`config.mk`:
```
export PLATFORM = sky130hd
export DESIGN_NAME = traffic_phase_scheduler
export DESIGN_NICKNAME = d
export VERILOG_FILES = /design/src/rtl/traffic_phase_scheduler.sv
export SDC_FILE = /design/constraint.sdc
export NUM_CORES = 1
export LEC_CHECK = 0
export BUFFER_PORTS_ARGS = -buffer_cell sky130_fd_sc_hd__buf_2
export CAP_MARGIN = 30
export CORE_MARGIN = 1.5
export CORE_UTILIZATION = 56
export CTS_BUF_LIST = sky130_fd_sc_hd__clkbuf_4
export CTS_CLUSTER_SIZE = 24
export DETAILED_ROUTE_END_ITERATION = 10
export GPL_TIMING_DRIVEN = 0
export PLACE_DENSITY = 0.74
export REMOVE_ABC_BUFFERS = 1
export SLEW_MARGIN = 40
export SYNTH_ARGS = -nofsm -noshare
export SYNTH_HDL_FRONTEND = slang
export SYNTH_SLANG_ARGS = --single-unit
```
`constraint.sdc`:
```
create_clock -name clk -period 2.8 [get_ports clk]
set_input_delay 0.42 -clock clk [delete_from_list [all_inputs] [get_ports clk]]
set_output_delay 0.42 -clock clk [all_outputs]
set_load 0.05 [all_outputs]
```
`src/rtl/traffic_phase_scheduler.sv`:
```
// Two-road intersection sequencer: demand-actuated side road, latched pedestrian
// walk phase and enforced all-red clearance; outputs registered from next-state.
module traffic_phase_scheduler #(
    parameter int TICK_DIV     = 100000000,
    parameter int A_GREEN_MIN  = 4,
    parameter int B_GREEN_TIME = 3,
    parameter int YELLOW_TIME  = 1,
    parameter int ALL_RED_TIME = 1,
    parameter int WALK_TIME    = 4
) (
    input  logic       clk,
    input  logic       rst_n,
    input  logic       car_b,
    input  logic       ped_req,
    output logic [5:0] light,
    output logic       walk,
    output logic [2:0] phase,
    output logic       ped_ack
);

    typedef enum logic [2:0] {
        A_GREEN  = 3'd0,
        A_YELLOW = 3'd1,
        ALL_RED  = 3'd2,
        B_GREEN  = 3'd3,
        B_YELLOW = 3'd4,
        PED_WALK = 3'd5
    } state_t;

    localparam int PW = (TICK_DIV > 1) ? $clog2(TICK_DIV) : 1;
    localparam logic [PW-1:0] PRE_LAST = PW'(TICK_DIV - 1);

    state_t        state, state_nx;
    logic          next_road, next_road_nx;   // 0 = road A, 1 = road B
    logic          ped_pend, ped_pend_nx;
    logic [PW-1:0] prescaler;
    logic [7:0]    timer;
    logic [7:0]    dur_last;
    logic          tick, at_end, moving, entering_walk;
    logic [5:0]    light_nx;

    always_comb begin
        tick = (prescaler == PRE_LAST);
        case (state)
            A_GREEN:  dur_last = 8'(A_GREEN_MIN - 1);
            A_YELLOW: dur_last = 8'(YELLOW_TIME - 1);
            ALL_RED:  dur_last = 8'(ALL_RED_TIME - 1);
            B_GREEN:  dur_last = 8'(B_GREEN_TIME - 1);
            B_YELLOW: dur_last = 8'(YELLOW_TIME - 1);
            PED_WALK: dur_last = 8'(WALK_TIME - 1);
            default:  dur_last = 8'd0;
        endcase
        at_end = tick && (timer == dur_last);
    end

    always_comb begin
        state_nx     = state;
        next_road_nx = next_road;
        case (state)
            A_GREEN: begin
                if (at_end && (car_b || ped_pend)) begin
                    state_nx     = A_YELLOW;
                    next_road_nx = 1'b1;
                end
            end
            A_YELLOW: if (at_end) state_nx = ALL_RED;
            ALL_RED: begin
                if (at_end) begin
                    if (ped_pend)       state_nx = PED_WALK;
                    else if (next_road) state_nx = B_GREEN;
                    else                state_nx = A_GREEN;
                end
            end
            B_GREEN: begin
                if (at_end) begin
                    state_nx     = B_YELLOW;
                    next_road_nx = 1'b0;
                end
            end
            B_YELLOW: if (at_end) state_nx = ALL_RED;
            PED_WALK: if (at_end) state_nx = next_road ? B_GREEN : A_GREEN;
            default: begin
                state_nx     = ALL_RED;
                next_road_nx = 1'b0;
            end
        endcase

        moving        = (state_nx != state);
        entering_walk = (state_nx == PED_WALK) && (state != PED_WALK);
        // A request on the walk-entry edge wins over the clear.
        ped_pend_nx   = ped_req | (ped_pend & ~entering_walk);

        case (state_nx)
            A_GREEN:  light_nx = 6'b100001;
            A_YELLOW: light_nx = 6'b010001;
            B_GREEN:  light_nx = 6'b001100;
            B_YELLOW: light_nx = 6'b001010;
            default:  light_nx = 6'b001001;
        endcase
    end

    always_ff @(posedge clk or negedge rst_n) begin
        if (!rst_n) begin
            state     <= ALL_RED;
            next_road <= 1'b0;
            ped_pend  <= 1'b0;
            prescaler <= '0;
            timer     <= '0;
            light     <= 6'b001001;
            walk      <= 1'b0;
            phase     <= 3'd2;
            ped_ack   <= 1'b0;
        end else begin
            state     <= state_nx;
            next_road <= next_road_nx;
            ped_pend  <= ped_pend_nx;
            light     <= light_nx;
            walk      <= (state_nx == PED_WALK);
            phase     <= state_nx;
            ped_ack   <= entering_walk;

            if (moving || tick) prescaler <= '0;
            else                prescaler <= prescaler + 1'b1;

            // Timer saturates at the last tick so A_GREEN can hold indefinitely.
            if (moving)                          timer <= '0;
            else if (tick && timer != dur_last)  timer <= timer + 8'd1;
        end
    end

endmodule

```
==> out/metrics.yaml <==
placed_design:
  hpwlAfterDp_um: 2980
  dp_slack_ns: 0.253
  dp_cells: 315
  gp_congestion: 0.828
  io_buffers: 14
  place_area_mm2: 0.00265
finish:
  nets: 276
  layout_commonest_cell: "nor2_1"
  final_cells: 323
  nFillCells: 364
  fin_util_pct: 62.4
  layout_common_cells: "nor2_1, dfrtp_1, xor2_1"
  diodes: 0
  final_area_mm2: 0.00273
  syn2layout_area_growth_pct: 6.95
  drive_gt1_share_pct: 16.6
worst_setup_path:
  crit_path_end_kind: "register"
  required_ns: 3.03
  path_max_fanout: 18
  path_class: "register to register"
  worstPathArrival_ns: 2.77
  start_kind: "register"
synthesis:
  syn_avg_cell_area_um2: 9.95
  synth_top_flop_cell: "dfrtp_1"
  syn-cell-area_mm2: 0.00256
  netlist.top_cell.by_area: "dfrtp_1"
  yosysWarnings: 0
  async_reset_ff_share_pct: 100
  synth.distinct_cells: 55
  syn_inst: 257
  synth_area_leaders: "dfrtp_1, nor2_1, xor2_1"
  synth-edff-count: 0
  yosysSeqAreaShare_pct: 47.1
  netlist.area_leader.share_pct: 44.1
  ys_seq_elements: 48
die:
  design.die.area_mm2: 0.00498
  fp.dieH_um: 70.6
  start_util_pct: 58.3
  dieWidth_um: 70.6
  fp-row-count: 24
  coreArea_mm2: 0.00438
  io_pins: 15
routing:
  drc_errors: 0
  firstDrtPassIters: 5
  drt_iter0_markers: 144
  wl_per_cell_um: 13.2
  vias_per_cell: 5.64
  vias: 1823
  drtAntennaViolNets: 0
  routed_wl_um: 4280
clocking:
  hold_buffers: 0
  clk-insertion-delay-late_ns: 0.36
  clock_sinks: 48
  path_clk_slew_ns: 0.14
  tritoncts: "built"
  cts_setup_buffers: 0
  cts_buffers: 5
  cts_root_buffer: "clkbuf_4"
  cts_repair_resize_count: 0
  clock_path_buffers: 2
  cts_max_level: 2
timing:
  final-setup-viol-count: 0
  period_minus_slack_ns: 2.54
  fin_crit_sh_pct: 90.8
  hold_viol_final: 0
  drv_slew: 0
  slew_headroom_pct: 62.0
  finalSetupTns_ns: 0
  max_freq_ghz: 0.393
  fin_ws_ns: 0.258
  hold_slack_ns: 0.0413
  fin_worst_skew_ns: 0.0149
  rsz0062_at_grt: "false"
  worstMarginPinSlew_ns: 0.570
global_routing:
  grt_max_degree: 49
  grt_pass1_vias: 1669
  grt_usage_pct: 19.2
  antenna_found_initial: 0
  grt-ovfl-total: 0
  grt_pass1_wl_um: 7650
power:
  p_total_mw: 1.12
  p_leak_nw: 1.14
  cellPowerDensity_mw_per_mm2: 408
  ir_drop_v: 0.000184
flow_run:
  cap_violations: 0
min_path:
  min_path_type: "input pin to asynchronous set/reset pin"
outcome:
  status: "completed"
[worst paths after layout]
path,startpoint,endpoint,slack (ns),cells past startpoint
worst max-delay path,state[2],timer[3],0.26,6
worst min-delay path,rst_n,prescaler[23],0.04,1
worst max register to register,state[2],timer[3],0.26,6
worst min register to register,prescaler[0],prescaler[0],0.46,1
max in group asynchronous,rst_n,timer[7],2.37,1
min in group clk,ped_req,ped_pend,0.23,2
[state kept, by name, summed over array words and instances, names as in the netlist]
register   flops
light          6
next_road      1
ped_ack        1
ped_pend       1
prescaler     27
state          3
timer          8
walk           1
[synthesized netlist by cell type (4+ instances only)]
| master | n |
|---|---|
| and3_1 | 7 |
| dfrtp_1 | 45 |
| nor2_1 | 54 |
| inv_1 | 6 |
| nand3_1 | 12 |
| xnor2_1 | 10 |
| xor2_1 | 20 |
| or3_1 | 4 |
| nand4_1 | 11 |
| nand2_1 | 15 |
| nor3_1 | 6 |
| a21oi_1 | 5 |
| clkbuf_1 | 4 |
[power by group]
group / internal (mW) / switching (mW) / leakage (nW) / total (mW)
clock network: 0.197 / 0.210 / 0.0456 / 0.407
registers: 0.693 / 0.0000000000000000450 / 0.546 / 0.693
logic: 0.00207 / 0.0127 / 0.545 / 0.0148
total: 0.893 / 0.223 / 1.14 / 1.12
[final cells by class]
type	count	area, um^2	area share [%]
Clock buffer	6	45.0	1.65
Tap cell	52	65.1	2.38
Multi-Input combinational cell	195	1290	47.1
Timing Repair Buffer	14	72.6	2.65
Inverter	6	22.5	0.824
Clock inverter	2	35.0	1.28
Sequential cell	48	1200	44.1
[critical path, stage by stage (launching register included)]
cell	delay (ns)
dfrtp_1	0.71
nand2_1	0.21
or2_2	0.32
a211o_1	0.35
a21oi_2	0.24
a2bb2oi_4	0.45
nor2_1	0.11
[layer usage]
metal | part of all wire, % | vias up | track usage (%)
li1 | - | 920 | -
met1 | 51 | 869 | 27.4
met2 | 45 | 29 | 29.6
met3 | 3.0 | 5 | 2.99
met4 | 1.5 | 0 | 8.18
met5 | 0 | - | 0
[cell families after synthesis]
kind of cell / after synthesis / synth area share (%)
AND/OR/NAND/NOR: 133 / 27.9
flip-flops: 48 / 47.1
XOR/XNOR: 30 / 10.3
AO/OA/AOI/OAI: 27 / 9.69
buffers and inverters: 14 / 2.45
multiplexers: 3 / 1.52
adder cells (fa/ha/maj): 2 / 0.979
No activity file was read; power rests on OpenSTA's default activity.
